File: src/rtl/regfile_mp.sv
// Multi-port register file with optional write bypass and hardwired zero register,
// plus a valid/ready dump sequencer that streams every register in index order.
module regfile_mp #(
  parameter int DATA_W     = 32,
  parameter int NUM_REGS   = 32,
  parameter int ADDR_W     = $clog2(NUM_REGS),
  parameter int NUM_RD     = 2,
  parameter int NUM_WR     = 1,
  parameter int BYPASS     = 1,
  parameter int ZERO_REG   = 1,
  parameter int INIT_INDEX = 1
) (
  input  logic                     Clock,
  input  logic                     Reset,
  input  logic [NUM_RD*ADDR_W-1:0] Read_Register,
  output logic [NUM_RD*DATA_W-1:0] Read_Data,
  input  logic [NUM_WR-1:0]        Reg_Write,
  input  logic [NUM_WR*ADDR_W-1:0] Write_Register,
  input  logic [NUM_WR*DATA_W-1:0] Write_Data,
  input  logic                     Dump_Start,
  output logic                     Dump_Valid,
  input  logic                     Dump_Ready,
  output logic [ADDR_W-1:0]        Dump_Index,
  output logic [DATA_W-1:0]        Dump_Data,
  output logic                     Dump_Busy,
  output logic                     Dump_Done
);

  typedef enum logic [1:0] {IDLE, STREAM, DONE} state_t;

  localparam logic [ADDR_W-1:0] LAST_INDEX = ADDR_W'(NUM_REGS - 1);

  logic [DATA_W-1:0] regs [NUM_REGS];
  state_t            state_reg, state_next;
  logic [ADDR_W-1:0] index_reg, index_next;

  genvar gi;

  // One storage word per register; later write ports override earlier ones.
  generate
    for (gi = 0; gi < NUM_REGS; gi++) begin : g_reg
      if (ZERO_REG != 0 && gi == 0) begin : g_zero
        assign regs[gi] = '0;
      end else begin : g_word
        logic [DATA_W-1:0] value_reg, value_next;

        always_comb begin
          value_next = value_reg;
          for (int j = 0; j < NUM_WR; j++) begin
            if (Reg_Write[j] && Write_Register[j*ADDR_W +: ADDR_W] == ADDR_W'(gi))
              value_next = Write_Data[j*DATA_W +: DATA_W];
          end
        end

        always_ff @(posedge Clock or posedge Reset) begin
          if (Reset)
            value_reg <= (INIT_INDEX != 0) ? DATA_W'(gi) : '0;
          else
            value_reg <= value_next;
        end

        assign regs[gi] = value_reg;
      end
    end
  endgenerate

  // Combinational read ports; the zero register overrides any bypass hit.
  generate
    for (gi = 0; gi < NUM_RD; gi++) begin : g_rd
      logic [ADDR_W-1:0] addr;
      logic [DATA_W-1:0] data;

      assign addr = Read_Register[gi*ADDR_W +: ADDR_W];

      always_comb begin
        data = regs[addr];
        if (BYPASS != 0) begin
          for (int j = 0; j < NUM_WR; j++) begin
            if (Reg_Write[j] && Write_Register[j*ADDR_W +: ADDR_W] == addr)
              data = Write_Data[j*DATA_W +: DATA_W];
          end
        end
        if (ZERO_REG != 0 && addr == '0)
          data = '0;
      end

      assign Read_Data[gi*DATA_W +: DATA_W] = data;
    end
  endgenerate

  always_ff @(posedge Clock or posedge Reset) begin
    if (Reset) begin
      state_reg <= IDLE;
      index_reg <= '0;
    end else begin
      state_reg <= state_next;
      index_reg <= index_next;
    end
  end

  always_comb begin
    state_next = state_reg;
    index_next = index_reg;
    case (state_reg)
      IDLE: begin
        if (Dump_Start) begin
          state_next = STREAM;
          index_next = '0;
        end
      end
      STREAM: begin
        if (Dump_Ready) begin
          if (index_reg == LAST_INDEX)
            state_next = DONE;
          else
            index_next = index_reg + 1'b1;
        end
      end
      DONE: begin
        state_next = IDLE;
        index_next = '0;
      end
      default: begin
        state_next = IDLE;
        index_next = '0;
      end
    endcase
  end

  // Dump data is the live register word, so a write to the presented index shows up next cycle.
  assign Dump_Valid = (state_reg == STREAM);
  assign Dump_Busy  = (state_reg != IDLE);
  assign Dump_Done  = (state_reg == DONE);
  assign Dump_Index = index_reg;
  assign Dump_Data  = Dump_Valid ? regs[index_reg] : '0;

endmodule
File: config.mk
export PLATFORM = sky130hd
export DESIGN_NAME = regfile_mp
export DESIGN_NICKNAME = d
export VERILOG_FILES = /design/src/rtl/regfile_mp.sv
export SDC_FILE = /design/constraint.sdc
export NUM_CORES = 2
export LEC_CHECK = 0
export ABC_CLOCK_PERIOD_IN_PS = 44200
export BUFFER_PORTS_ARGS = -buffer_cell sky130_fd_sc_hd__buf_2
export CAP_MARGIN = 40
export CORE_UTILIZATION = 35
export CTS_CLUSTER_DIAMETER = 80
export DETAILED_ROUTE_END_ITERATION = 8
export HOLD_SLACK_MARGIN = 0.08
export SYNTH_ARGS = -nofsm -noshare
export SYNTH_HDL_FRONTEND = slang
export SYNTH_SLANG_ARGS = --single-unit
File: constraint.sdc
create_clock -name Clock -period 44.2 [get_ports Clock]
set_input_delay 4.42 -clock Clock [delete_from_list [all_inputs] [get_ports Clock]]
set_output_delay 4.42 -clock Clock [all_outputs]
set_load 0.1 [all_outputs]
==> results by group <==
Final layout
  – Final non-filler cell total: about 6600
  – Nets: 4182
  – Share of post-route cells with drive strength above 1: 0.579
  – Synth-to-layout area growth: 11.6%
  – Max FFs per register: a little under 1000
  – Fin util: 0.393

Setup path
  – Arrival time of the worst setup path: 8690 ps
  – CP peak stage delay: 730 ps
  – CP Max Fanout: between 40 and 50
  – Critical setup path kind: input port to primary output
  – Crit path cell chain: buf_8 > buf_4 > buf_4 > buf_4 > mux2_2 > a22o_1 > mux4_2 > o22ai_1 > nor3_1 > buf_2
  – Crit end category: primary output
  – CP required: between 30000 and 40000 ps
  – Crit-path slowest cell: buf_4
  – Worst setup SP type: input port
  – Reg2reg start: Dump_Index[1]
  – Setup crit start: Read_Register[1]
  – Crit-path most repeated cell: buf_4

Synthesis
  – Share of the synthesized area in the top cell type: 0.371
  – Top-count cell post-synth: mux2_2
  – Register area share after synthesis: 0.405
  – Synth area leaders: dfrtp_1, mux4_2, mux2_2, dfstp_2, clkbuf_1
  – Synthesized cell area: between 0.06 and 0.07 sq mm
  – Post-synth top cells: mux2_2, dfrtp_1, mux4_2
  – Synth cell types: 45
  – Post-synth top area cell: dfrtp_1
  – Seq cells post-synth: 999
  – Post-synth EDFFs: 0
  – Top FF cell, synth: dfrtp_1
  – Net Count, Synth: 4276
  – Ys async rst share: 1.00
  – Gate count after technology mapping: roughly 4200
  – Syn_area_per_cell: roughly 15 sq um
  – Syn. warnings: 0

Timing
  – Final Hold Viols: 0
  – Achievable Freq: between 70 and 80 MHz
  – Min Hold Slack: around 500 ps
  – Crit share post-route: 0.297
  – Setup TNS: 0 ps
  – Fin. max-slew vios: 0
  – Worst Clk Skew: ~16 ps
  – Final setup vio count: 0
  – Final min period: about 13000 ps
  – Slew headroom: 0.309
  – Unrepaired setup endpoints after global routing: no
  – Slew @ Worst Pin: 1040 ps
  – Worst Slack Setup Final: 31090 ps

Floorplanning
  – CORE AREA: 0.176 sq mm
  – I/O pin count: ~160
  – Chip height: ~420 um
  – Initial core utilization: 0.352
  – Num rows: about 150
  – Chip width: between 400 and 500 um
  – Die Area: about 0.18 sq mm

Placed design
  – Final HPWL from detailed placement: about 130 mm
  – RePlAce Congestion: 0.808
  – Worst slack at placement: between 30000 and 40000 ps
  – PortBufs: 155
  – Dpl cells: roughly 6400

Power
  – Leak: between 20 and 30 nW
  – VDD IR-drop max: about 0.053 mV
  – PD cells: about 54 mW/mm^2

Clocking
  – H-tree depth: 3
  – Skew-Pair Late Insertion Delay: 740 ps
  – Cts bufs inserted: roughly 110
  – CTS root buf: clkbuf_16
  – Post-CTS sizing: 0
  – Hold_buf cts: 0
  – CTS tree: done
  – # clock sinks: approximately 1000
  – CTS max path bufs: 3
  – Clk pin slew, worst setup/hold paths: about 60 ps
  – Postcts setup bufs: 0

Detailed routing
  – Vias per inst: 6.51
  – Total routed wirelength: between 200 and 250 mm
  – Met3 WL: between 15 and 20 mm
  – Top sig layer: met5
  – Routed Antenna Nets: 0
  – Vias after detailed routing: around 43000
  – Met2 WL: 107 mm
  – M1 WL: approximately 85 mm
  – Drt first pass iters: 8
  – DRC: 0
  – Drt first-iter violations: approximately 4700
  – WL/cell: 34.2 um

Hold path
  – Hold Path Origin: state_reg[1]
  – Hold Path Class: flip-flop to flip-flop

Outcome
  – Outcome: complete, no violations

Global routing
  – Gr usage total: 0.249
  – First-pass GRT wire length: approximately 320 mm
  – Initial antenna violation count: 9
  – Vias in the first global route: 42963
  – Remaining Overflow, GRT: 0
  – Largest net degree at the start of global routing: about 120

Flow run
  – Max Cap Viol: 0
==> worst paths after layout <==
check                      slack [ps]  depth (start not counted)                             end
hold reg to reg                   510                          1                    state_reg[0]
hold / removal                    510                          1                    state_reg[0]
setup reg to reg                40790                          9                   Dump_Index[3]
max in group asynchronous       36740                          7   g_reg[8].g_word.value_reg[12]
min in group asynchronous        3880                          2  g_reg[23].g_word.value_reg[27]
setup / recovery                31090                         10                   Read_Data[28]
==> cells in the final DEF (no fill, tap or decap), drive strengths merged, types with 30 or more instances in the layout <==
cell type | synthesis | layout
o22ai | 108 | 108
nand2 | 103 | 103
nor2 | 129 | 129
mux2 | 1089 | 1089
dfrtp | 919 | 919
nor4 | 37 | 37
nor3 | 42 | 42
a22oi | 77 | 77
o311ai | 30 | 30
a221oi | 57 | 57
dfstp | 80 | 80
a22o | 45 | 45
buf | 271 | 296
nor2b | 67 | 67
clkbuf | 232 | 163
nand3 | 58 | 58
o21a | 31 | 31
mux4 | 743 | 743
==> kinds of logic (layout without fill, tap and decap cells) <==
family,Yosys count,in the layout,share of synthesized area
multiplexers,1835,1835,0.468
flip-flops,999,999,0.405
buffers and inverters,507,503,0.0399
AND/OR/NAND/NOR,489,489,0.0386
AO/OA/AOI/OAI,379,379,0.0463
XOR/XNOR,11,11,0.00155
adder cells (fa/ha/maj),2,2,0.000404
other,0,2,0
==> area by class of cell <==
class | count | area, sq um
Tap cell | 2340 | 2930
Multi-Input combinational cell | 2716 | 34800
Sequential cell | 999 | 25100
Timing Repair Buffer | 299 | 2600
Clock inverter | 37 | 532
Antenna cell | 2 | 5.00
Inverter | 4 | 22.5
Clock buffer | 163 | 3230
Fill cell | 16369 | 107000
==> metal layers <==
metal  vias up  GRT usage
li1      16702          -
met1     22957      0.318
met2      2378      0.403
met3       653     0.0437
met4        12      0.133
met5         -          0
==> metrics by stage <==
| stage | cell area [sq um] | power, mW |
|---|---|---|
| 6_report | 69200 | 3.72 |
| 5_1_grt | 69200 | 3.85 |
| 4_1_cts | 69200 | 3.72 |
| 3_5_place_dp | 65400 | 2.75 |
| 3_3_place_gp | 64400 | 2.71 |
| 2_1_floorplan | 62000 | 2.37 |
==> report_power, final <==
group | switching (mW) | internal (mW) | leakage (nW)
Clock | 0.400 | 0.573 | 1.84
Combinational | 0.810 | 0.637 | 13.7
Sequential | 0.193 | 1.11 | 12.6
Total | 1.40 | 2.32 | 28.1
==> critical path, delay by kind of cell <==
family	cells	cell delay, ps
compound gates	2	490
simple gates	1	80
buf+inv	5	2680
mux	2	850
(Power assumes the default switching activity.)
